==> config.mk <==
export PLATFORM = sky130hd
export DESIGN_NAME = discrete_range_sampler
export DESIGN_NICKNAME = d
export VERILOG_FILES = /design/src/rtl/drs_pkg.sv /design/src/rtl/drs_lfsr.sv /design/src/rtl/discrete_range_sampler.sv
export SDC_FILE = /design/constraint.sdc
export NUM_CORES = 2
export LEC_CHECK = 0
export BUFFER_PORTS_ARGS = -buffer_cell sky130_fd_sc_hd__buf_4
export CELL_PAD_IN_SITES_DETAIL_PLACEMENT = 0
export CELL_PAD_IN_SITES_GLOBAL_PLACEMENT = 1
export CORE_UTILIZATION = 58
export DETAILED_ROUTE_END_ITERATION = 10
export PLACE_DENSITY = 0.9
export SLEW_MARGIN = 20
export SYNTH_ARGS = -nofsm -noshare
export SYNTH_HDL_FRONTEND = slang
export SYNTH_SLANG_ARGS = --single-unit
==> constraint.sdc <==
create_clock -name in_clock -period 5.2 [get_ports in_clock]
set_input_delay 0.26 -clock in_clock [delete_from_list [all_inputs] [get_ports in_clock]]
set_output_delay 0.26 -clock in_clock [all_outputs]
set_load 0.01 [all_outputs]
==> src/rtl/drs_pkg.sv <==
// Shared constants for the discrete range sampler: FSM encoding, LFSR taps, default widths.
package drs_pkg;

  localparam int unsigned DRS_NUM_VARS    = 4;
  localparam int unsigned DRS_MAX_VALUES  = 16;
  localparam int unsigned DRS_VALUE_WIDTH = 16;
  localparam int unsigned DRS_MAX_TRIES   = 4;

  localparam int unsigned LFSR_W = 16;
  // Right-shifting Galois form of x^16 + x^14 + x^13 + x^11 + 1
  localparam logic [LFSR_W-1:0] LFSR_TAPS  = 16'hB400;
  localparam logic [LFSR_W-1:0] LFSR_RESET = 16'h0001;

  localparam int unsigned STATE_W = 3;
  localparam logic [STATE_W-1:0] S_IDLE   = 3'd0;
  localparam logic [STATE_W-1:0] S_SIZE   = 3'd1;
  localparam logic [STATE_W-1:0] S_DRAW   = 3'd2;
  localparam logic [STATE_W-1:0] S_LOOKUP = 3'd3;
  localparam logic [STATE_W-1:0] S_DONE   = 3'd4;

  // Smear the highest set bit downwards, giving the smallest all-ones mask covering x
  function automatic logic [LFSR_W-1:0] smear(input logic [LFSR_W-1:0] x);
    logic [LFSR_W-1:0] m;
    m = x;
    m = m | (m >> 1);
    m = m | (m >> 2);
    m = m | (m >> 4);
    m = m | (m >> 8);
    return m;
  endfunction

endpackage

==> src/rtl/drs_lfsr.sv <==
// 16-bit Galois LFSR with seed load (zero seed maps to 1) taking priority over stepping.
module drs_lfsr
  import drs_pkg::*;
(
  input  logic              clk,
  input  logic              rst_n,
  input  logic              seed_load,
  input  logic [LFSR_W-1:0] seed,
  input  logic              en,
  output logic [LFSR_W-1:0] state
);

  always_ff @(posedge clk or negedge rst_n) begin
    if (!rst_n) begin
      state <= LFSR_RESET;
    end else if (seed_load) begin
      state <= (seed == '0) ? LFSR_RESET : seed;
    end else if (en) begin
      state <= {1'b0, state[LFSR_W-1:1]} ^ (state[0] ? LFSR_TAPS : '0);
    end
  end

endmodule

==> src/rtl/discrete_range_sampler.sv <==
// Draws a uniform table index for a variable by LFSR rejection sampling and returns its range.
// Optional DRS_EXCLUDE_CURRENT_EN: never return in_current_idx when the variable has >= 2 entries.
module discrete_range_sampler
  import drs_pkg::*;
#(
  parameter int unsigned NUM_VARS    = DRS_NUM_VARS,
  parameter int unsigned MAX_VALUES  = DRS_MAX_VALUES,
  parameter int unsigned VALUE_WIDTH = DRS_VALUE_WIDTH,
  parameter int unsigned MAX_TRIES   = DRS_MAX_TRIES
) (
  input  logic                            in_clock,
  input  logic                            in_reset_n,
  input  logic [15:0]                     in_seed,
  input  logic                            in_seed_load,
  input  logic                            in_wr_en,
  input  logic [$clog2(NUM_VARS)-1:0]     in_wr_var,
  input  logic [$clog2(MAX_VALUES)-1:0]   in_wr_idx,
  input  logic [VALUE_WIDTH-1:0]          in_wr_start,
  input  logic [VALUE_WIDTH-1:0]          in_wr_end,
  input  logic                            in_size_wr_en,
  input  logic [$clog2(MAX_VALUES):0]     in_size,
  input  logic                            in_valid,
  output logic                            out_ready,
  input  logic [$clog2(NUM_VARS)-1:0]     in_var,
  input  logic [$clog2(MAX_VALUES)-1:0]   in_current_idx,
  output logic                            out_valid,
  input  logic                            in_ready,
  output logic [VALUE_WIDTH-1:0]          out_start,
  output logic [VALUE_WIDTH-1:0]          out_end,
  output logic [$clog2(MAX_VALUES)-1:0]   out_index,
  output logic                            out_equal,
  output logic                            out_error
);

  localparam int unsigned VAR_W = $clog2(NUM_VARS);
  localparam int unsigned IDX_W = $clog2(MAX_VALUES);
  localparam int unsigned CNT_W = IDX_W + 1;
  localparam int unsigned TRY_W = (MAX_TRIES > 1) ? $clog2(MAX_TRIES) : 1;

  logic [VALUE_WIDTH-1:0] tab_start [NUM_VARS][MAX_VALUES];
  logic [VALUE_WIDTH-1:0] tab_end   [NUM_VARS][MAX_VALUES];
  logic [CNT_W-1:0]       size_q    [NUM_VARS];

  logic [STATE_W-1:0]     state_q, state_d;
  logic [VAR_W-1:0]       var_q, var_d;
  logic [IDX_W-1:0]       cur_q, cur_d;
  logic [CNT_W-1:0]       count_q, count_d;
  logic [IDX_W-1:0]       mask_q, mask_d;
  logic [TRY_W-1:0]       tries_q, tries_d;
  logic [IDX_W-1:0]       idx_q, idx_d;
  logic                   err_q, err_d;
  logic                   valid_d, ready_d, equal_d, error_d;
  logic [VALUE_WIDTH-1:0] start_d, end_d;
  logic [IDX_W-1:0]       index_d;

  logic [LFSR_W-1:0]      lfsr_q;
  logic                   lfsr_en;
  logic [IDX_W-1:0]       draw, fb_raw, fallback;
  logic [CNT_W-1:0]       draw_wide;
  logic                   draw_fits, draw_ok;
  logic                   unused_sig;

  drs_lfsr u_lfsr (
    .clk       (in_clock),
    .rst_n     (in_reset_n),
    .seed_load (in_seed_load),
    .seed      (in_seed),
    .en        (lfsr_en),
    .state     (lfsr_q)
  );

  // Range table is plain storage with no reset
  always_ff @(posedge in_clock) begin
    if (in_wr_en) begin
      tab_start[in_wr_var][in_wr_idx] <= in_wr_start;
      tab_end[in_wr_var][in_wr_idx]   <= in_wr_end;
    end
  end

  always_ff @(posedge in_clock or negedge in_reset_n) begin
    if (!in_reset_n) begin
      for (int i = 0; i < int'(NUM_VARS); i++) size_q[i] <= '0;
    end else if (in_size_wr_en) begin
      size_q[in_wr_var] <= in_size;
    end
  end

  // Candidate draw and the deterministic fallback once the retry budget is spent
  assign draw      = lfsr_q[IDX_W-1:0] & mask_q;
  assign draw_wide = {1'b0, draw};
  assign draw_fits = draw_wide < count_q;
  assign fb_raw    = draw_fits ? draw : IDX_W'(draw_wide - count_q);

`ifdef DRS_EXCLUDE_CURRENT_EN
  logic [CNT_W-1:0] fb_inc;
  assign fb_inc     = {1'b0, fb_raw} + CNT_W'(1);
  assign draw_ok    = draw_fits && (draw != cur_q);
  assign fallback   = (fb_raw != cur_q) ? fb_raw :
                      ((fb_inc == count_q) ? '0 : IDX_W'(fb_inc));
  assign unused_sig = ^lfsr_q[LFSR_W-1:IDX_W];
`else
  assign draw_ok    = draw_fits;
  assign fallback   = fb_raw;
  assign unused_sig = ^{lfsr_q[LFSR_W-1:IDX_W], cur_q};
`endif

  always_comb begin
    state_d = state_q;
    var_d   = var_q;
    cur_d   = cur_q;
    count_d = count_q;
    mask_d  = mask_q;
    tries_d = tries_q;
    idx_d   = idx_q;
    err_d   = err_q;
    lfsr_en = 1'b0;
    valid_d = out_valid;
    start_d = out_start;
    end_d   = out_end;
    index_d = out_index;
    equal_d = out_equal;
    error_d = out_error;
    case (state_q)
      S_IDLE: begin
        if (in_valid) begin
          var_d   = in_var;
          cur_d   = in_current_idx;
          state_d = S_SIZE;
        end
      end
      S_SIZE: begin
        count_d = size_q[var_q];
        mask_d  = IDX_W'(smear(LFSR_W'(size_q[var_q]) - LFSR_W'(1)));
        tries_d = '0;
        err_d   = 1'b0;
        state_d = S_DRAW;
      end
      S_DRAW: begin
        // Zero or one entry needs no randomness; still spend one cycle here
        if (count_q < CNT_W'(2)) begin
          idx_d   = '0;
          err_d   = (count_q == '0);
          state_d = S_LOOKUP;
        end else begin
          lfsr_en = 1'b1;
          if (draw_ok) begin
            idx_d   = draw;
            state_d = S_LOOKUP;
          end else if (tries_q == TRY_W'(MAX_TRIES - 1)) begin
            idx_d   = fallback;
            state_d = S_LOOKUP;
          end else begin
            tries_d = tries_q + TRY_W'(1);
          end
        end
      end
      S_LOOKUP: begin
        valid_d = 1'b1;
        index_d = idx_q;
        error_d = err_q;
        if (err_q) begin
          start_d = '0;
          end_d   = '0;
          equal_d = 1'b1;
        end else begin
          start_d = tab_start[var_q][idx_q];
          end_d   = tab_end[var_q][idx_q];
          equal_d = (tab_start[var_q][idx_q] == tab_end[var_q][idx_q]);
        end
        state_d = S_DONE;
      end
      S_DONE: begin
        if (in_ready) begin
          valid_d = 1'b0;
          error_d = 1'b0;
          state_d = S_IDLE;
        end
      end
      default: state_d = S_IDLE;
    endcase
    ready_d = (state_d == S_IDLE);
  end

  always_ff @(posedge in_clock or negedge in_reset_n) begin
    if (!in_reset_n) begin
      state_q   <= S_IDLE;
      var_q     <= '0;
      cur_q     <= '0;
      count_q   <= '0;
      mask_q    <= '0;
      tries_q   <= '0;
      idx_q     <= '0;
      err_q     <= 1'b0;
      out_valid <= 1'b0;
      out_ready <= 1'b1;
      out_start <= '0;
      out_end   <= '0;
      out_index <= '0;
      out_equal <= 1'b1;
      out_error <= 1'b0;
    end else begin
      state_q   <= state_d;
      var_q     <= var_d;
      cur_q     <= cur_d;
      count_q   <= count_d;
      mask_q    <= mask_d;
      tries_q   <= tries_d;
      idx_q     <= idx_d;
      err_q     <= err_d;
      out_valid <= valid_d;
      out_ready <= ready_d;
      out_start <= start_d;
      out_end   <= end_d;
      out_index <= index_d;
      out_equal <= equal_d;
      out_error <= error_d;
    end
  end

endmodule

=== After elaboration in Yosys (flattened, before gate mapping) ===
Memory sizes are Yosys's and may differ from the RTL's.
Cells that the tools add are included.

* Bits in registers: 97
* Bits in writable memories: 2048
* Output and inout bits: 40
* Memories: 2

{| class="wikitable"
|+ Memories
! name !! depth !! bits a word !! rd ports !! clocked after memory_dff !! wr ports !! RTL line !! text
|-
| tab_end || 4 || 256 || 1 || 0 || 1 || discrete_range_sampler.sv:41 || <nowiki>logic [VALUE_WIDTH-1:0] tab_end [NUM_VARS][MAX_VALUES];</nowiki>
|-
| tab_start || 4 || 256 || 1 || 0 || 1 || discrete_range_sampler.sv:40 || <nowiki>logic [VALUE_WIDTH-1:0] tab_start [NUM_VARS][MAX_VALUES];</nowiki>
|}

* Add/subtract/negate cells: 3
* Muxes and demuxes: 43
* Eq/ne operators: 11
* Bitwise gates (word level): 10
* Magnitude comparators: 8
* Reduce and logical (&&, ||, !) cells: 15

{| class="wikitable"
|+ Operators by type and width
! kind !! count
|-
| $mux W256 || 1
|-
| $mux W16 || 11
|-
| $bmux W16 S4 || 2
|-
| $demux W16 S4 || 1
|-
| $bwmux W20 || 1
|-
| $eq A16 B16 Y1 || 1
|-
| $logic_not A16 Y1 || 1
|-
| $or A16 B14 Y16 || 1
|-
| $or A16 B15 Y16 || 1
|-
| $xor A15 B16 Y16 || 1
|-
| $mux W3 || 5
|-
| $mux W5 || 3
|-
| $pmux W3 S5 || 1
|-
| $mux W4 || 3
|-
| $or A12 B12 Y12 || 1
|-
| $bmux W5 S2 || 1
|-
| $demux W5 S2 || 1
|-
| $ge A5 B5 Y1 const B || 2
|-
| $ne A2 B2 Y1 const B || 5
|-
| $not A4 Y5 || 2
|-
| $reduce_and A2 Y1 || 4
|-
| $eq A3 B2 Y1 const B || 2
|-
| $ge A3 B3 Y1 const B || 2
|-
| $logic_not A3 Y1 || 2
|-
| 22 further kinds || 35
|}

=== Depth between registers and ports, before layout ===
* Depth after elaboration: 9
* Gate-level depth with buffers: 16

=== Modules after synthesis ===
From an unflattened synthesis, not the netlist that was laid out.

* Cell total of the unflattened synthesis: 3853
* Area total of the unflattened synthesis: 83057.2 um^2

{| class="wikitable"
|+ By module, submodules not included
! module !! cells each !! area each (um^2) !! times used
|-
| discrete_range_sampler || 3775 || 82217.6 || 1
|-
| drs_lfsr || 78 || 839.6 || 1
|}

=== Worst setup path before layout ===
No wires, ideal clock.

* Kind: register -> register
* Start: register var_q[0]
* End: register out_equal
* Clock period less this slack: 2.871 ns
* Setup time: 0.074 ns
* Buffers on the path: 2
* Cell stages (with the launch flop): 11
* Required time: 5.126 ns
* Path slack: 2.329 ns
* Data arrival time: 2.797 ns
* Cells stage by stage: dfrtp_1 buf_6 buf_12 mux4_2 mux4_2 a32o_1 a221oi_1 xnor2_1 nand4_1 a311o_1 o22ai_2

* Word-level cells in the longest chain between the ends: 6

{| class="wikitable"
|+ Ends and longest elaborated chain
! element !! RTL line !! text
|-
| start: declaration || discrete_range_sampler.sv:45 || <nowiki>logic [VAR_W-1:0] var_q, var_d;</nowiki>
|-
| start signal: assignment || discrete_range_sampler.sv:203 || <nowiki>var_q <= var_d;</nowiki>
|-
| $mem_v2 Z4 W256, on equally long branches || - ||
|-
| $bmux W16 S4 || discrete_range_sampler.sv:168 || <nowiki>equal_d = (tab_start[var_q][idx_q] == tab_end[var_q][idx_q]);</nowiki>
|-
| $mux W16 (implied by the code) (2 in series) || discrete_range_sampler.sv:168 ||
|-
| $eq A16 B16 Y1 * || discrete_range_sampler.sv:168 ||
|-
| $mux W1 * || discrete_range_sampler.sv:161 || <nowiki>if (err_q) begin</nowiki>
|-
| end signal: assignment || discrete_range_sampler.sv:215 || <nowiki>out_equal <= equal_d;</nowiki>
|-
| end: declaration || discrete_range_sampler.sv:31 || <nowiki>output logic out_equal,</nowiki>
|}

Mark *: on every way between the ends. The rest lies on a longest branch, timed or not. The select of a mux whose other input is x is not followed.
A chain may end at the register's enable or synchronous reset.

=== Final worst setup path ===
* Start: register var_q[1]
* End: register out_equal

The elaborated chain is that of the path after synthesis.

==> impl_metrics.yaml <==
routing:
  routed_wl_um: 233700
  drt_iter0_drc: 7257
  routedWlPerCell_um: 37.49
  num_vias: 44480
  drc: 0
  drtPass1Iterations: 6
  ant_nets: 0
  viasPerCell: 7.136
global_route:
  grtUsageMet1: 0.4138
  grt_pass1_wl_um: 326200
  globalRouteMet2Util: 0.4916
  grt.busiest_layer: "met2"
  grt_pass1_vias: 44110
  overflow: 0
  track_usage: 0.3228
  antenna_found_initial: 13
  grt_max_degree: 85
  grtUsageMet3: 0.1213
synth:
  seq_area_frac_synth: 0.7651
  syn_inst: 3853
  syn-num-nets: 3933
  ys_warn_count: 0
  yosys.area.top_type_share: 0.7360
  netlist_area_um2: 83560
  avgSynthCellArea_um2: 21.69
  yosysTopAreaCell: "edfxtp_1"
  synth_flop_cell: "edfxtp_1"
  synth_edf_count: 2048
  async_flop_share: 0.04522
  ys_types: 83
  ys_ff_latch: 2145
  synthTopCellsByArea: "edfxtp_1 74%, mux4_2 12%, dfrtp_1 2.8%"
clock_tree:
  cts.path.max_buffers: 3
  insertion_delay_ns: 0.83
  cts_hold_buf: 69
  cts_buffers: 196
  cts.sinks: 2145
  cts_htree_levels: 4
  cts_root_buf: "clkbuf_16"
  ctsResizeCount: 0
  cts.reportedPaths.clkPinSlew_ns: 0.07
  cts_tree: "built"
  cts_setup_buffers: 0
critical_path:
  worstSetupStartpoint: "var_q[1]"
  reg2reg_depth: 10
  start_kind: "flop"
  cp-endpoint: "out_equal"
  cp.required_ns: 5.96
  reg2reg_from: "var_q[1]"
  cp_data_arrival_time_ns: 5.56
  ff2ff_setup_slack_ns: 0.40
  end_kind: "flop"
  reg2reg_to: "out_equal"
  crit_fanout: 33
  crit_type: "reg2reg"
die:
  fp.dieArea_um2: 145600
  pin_count: 112
  die_h_um: 381.6
  initial_core_util: 0.5873
  rows: 138
  die_w_um: 381.6
  core_area_um2: 142300
hold_path:
  hp-class: "in2reg"
placement:
  dp.final_hpwl_um: 128200
  place.port_buffers: 107
  place.gp.congestion: 0.9863
sta:
  tightest_slew_ns: 1.237
  finalHoldViolCount: 0
  slew_headroom: 0.1701
  fin_setup_tns_ns: 0
  rsz0062_at_grt: "false"
  post-route-period-util: 0.9236
  finalSetupViolations: 0
  slew_viol_final: 0
  fin_skew_ns: 0.03045
  fmaxAchievable_mhz: 208.2
  fin_crit_ns: 4.803
cells_and_area:
  fill_cells: 8422
  final_nets: 4249
  register_area_um2: 63950
  fin_util: 0.6615
  multi_input_area_um2: 18500
  synthToLayoutAreaGrowth_pct: 12.62
  drive_gt1_frac: 0.2631
pwr:
  power.density_nw_per_um2: 507.3
  ir_drop_mv: 0.4320
  cellLeakagePower_uw: 0.03030
job:
  maxCapViolCount: 0
status:
  status: "finished, final reports clean"
[power breakdown]
group | leakage, µW | switching [µW] | internal, µW
Sequential | 0.0196 | 650 | 19300
Clock | 0.00310 | 6360 | 8050
Combinational | 0.00759 | 7790 | 5580
[worst min path at each step]
stage	endpoint	slack [ns]	cells after the start	from
final	tab_end[0][166]	0.01	1	in_wr_end[6]
after CTS	tab_start[1][95]	0.002	1	in_wr_start[15]
after floorplan	count_q[0]	-0.04	0	in_reset_n
after detailed placement	size_q[19]	0.28	1	in_reset_n
after global placement	size_q[19]	0.28	1	in_reset_n
after global routing	tab_end[0][166]	0.01	1	in_wr_end[6]
[critical path, stage by stage (launching register included)]
cell,delay (ns)
dfrtp_4,0.89
clkinv_2,1.00
buf_4,0.50
o2bb2ai_1,0.16
nor3_1,0.26
nor2_1,0.13
a211oi_1,1.01
xor2_1,0.19
nor4_2,0.30
nand3_1,0.13
o22ai_2,0.11
[cell usage in the layout (no fill, tap or decap), types with 19 or more instances in the layout]
cell           netlist  layout
mux4_1              64      64
nor2_1             110      41
nand2_1            181     179
nand3_1             30      30
clkinv_1             1      47
o22ai_1             28      28
nor2_4               0      64
a22oi_1             55      55
edfxtp_1          2048    2048
dfrtp_1             94      89
dlygate4sd3_1        0      68
clkinv_2             0      40
mux2i_1            112     112
a21oi_1             64      64
o21ai_0             66      66
buf_4               37     245
a22o_1              27      27
clkbuf_16            0     202
mux2_2              43      43
o221ai_1            23      23
clkbuf_1            59      35
bufinv_16            0      19
mux4_2             441     441
[kinds of logic (layout without fill, tap and decap cells)]
logic type | count (synthesis) | count (layout) | synth area share
flip-flops | 2145 | 2145 | 0.7651
multiplexers | 660 | 660 | 0.1582
AND/OR/NAND/NOR | 433 | 433 | 0.02364
AO/OA/AOI/OAI | 356 | 356 | 0.02966
buffers and inverters | 229 | 713 | 0.01984
XOR/XNOR | 22 | 22 | 0.002306
adder cells (fa/ha/maj) | 8 | 8 | 0.001288
other | 0 | 6 | 0
[per-stage QoR]
step / total power, µW / hold slack (ns) / cell area (µm²) / setup slack (ns) / cells
detailed placement: 32870 / 0.2805 / 86990 / 0.9648 / 5790
global placement: 32660 / 0.2762 / 86990 / 0.9885 / 5790
global route: 48780 / 0.01467 / 94100 / 0.5326 / 6228
finish: 47740 / 0.01429 / 94110 / 0.3972 / 6233
CTS: 47370 / 0.002408 / 94050 / 0.7324 / 6225
floorplan: 28840 / -0.03559 / 83560 / 2.329 / 3853
[area by class of cell]
class	count	area share
antenna	6	0.0001595
clock buffer	237	0.05511
clock inverter	129	0.01248
inverter	17	0.0007179
multi-input combinational	1479	0.1965
sequential	2145	0.6795
tap	1890	0.02513
timing repair buffer	330	0.03039
[cell usage after synthesis, types with 32 or more instances]
cell type / instances
o21ai_0: 66
buf_6: 32
nor2_1: 110
clkbuf_1: 59
edfxtp_1: 2048
nand2_1: 181
buf_2: 49
a22oi_1: 55
mux2i_1: 112
a21oi_1: 64
dfrtp_1: 94
mux4_1: 64
mux2_2: 43
buf_4: 37
mux4_2: 441
[flip-flops by register name, summed over array words and instances, names as in the netlist]
name and flops:
out_error 1, size_q 20, err_q 1, state_q 3
tries_q 2, out_index 4, mask_q 4, out_start 16
out_end 16, out_valid 1, u_lfsr.state 16, out_ready 1
tab_start 1024, idx_q 4, out_equal 1, var_q 2
tab_end 1024, count_q 5
[routing by layer]
metal,up-vias,routed length [µm]
met4,14,12850
met1,22850,77230
met5,-,274
met3,729,35580
met2,4068,107700
li1,16820,-
Power figures use the tool's default switching activity.
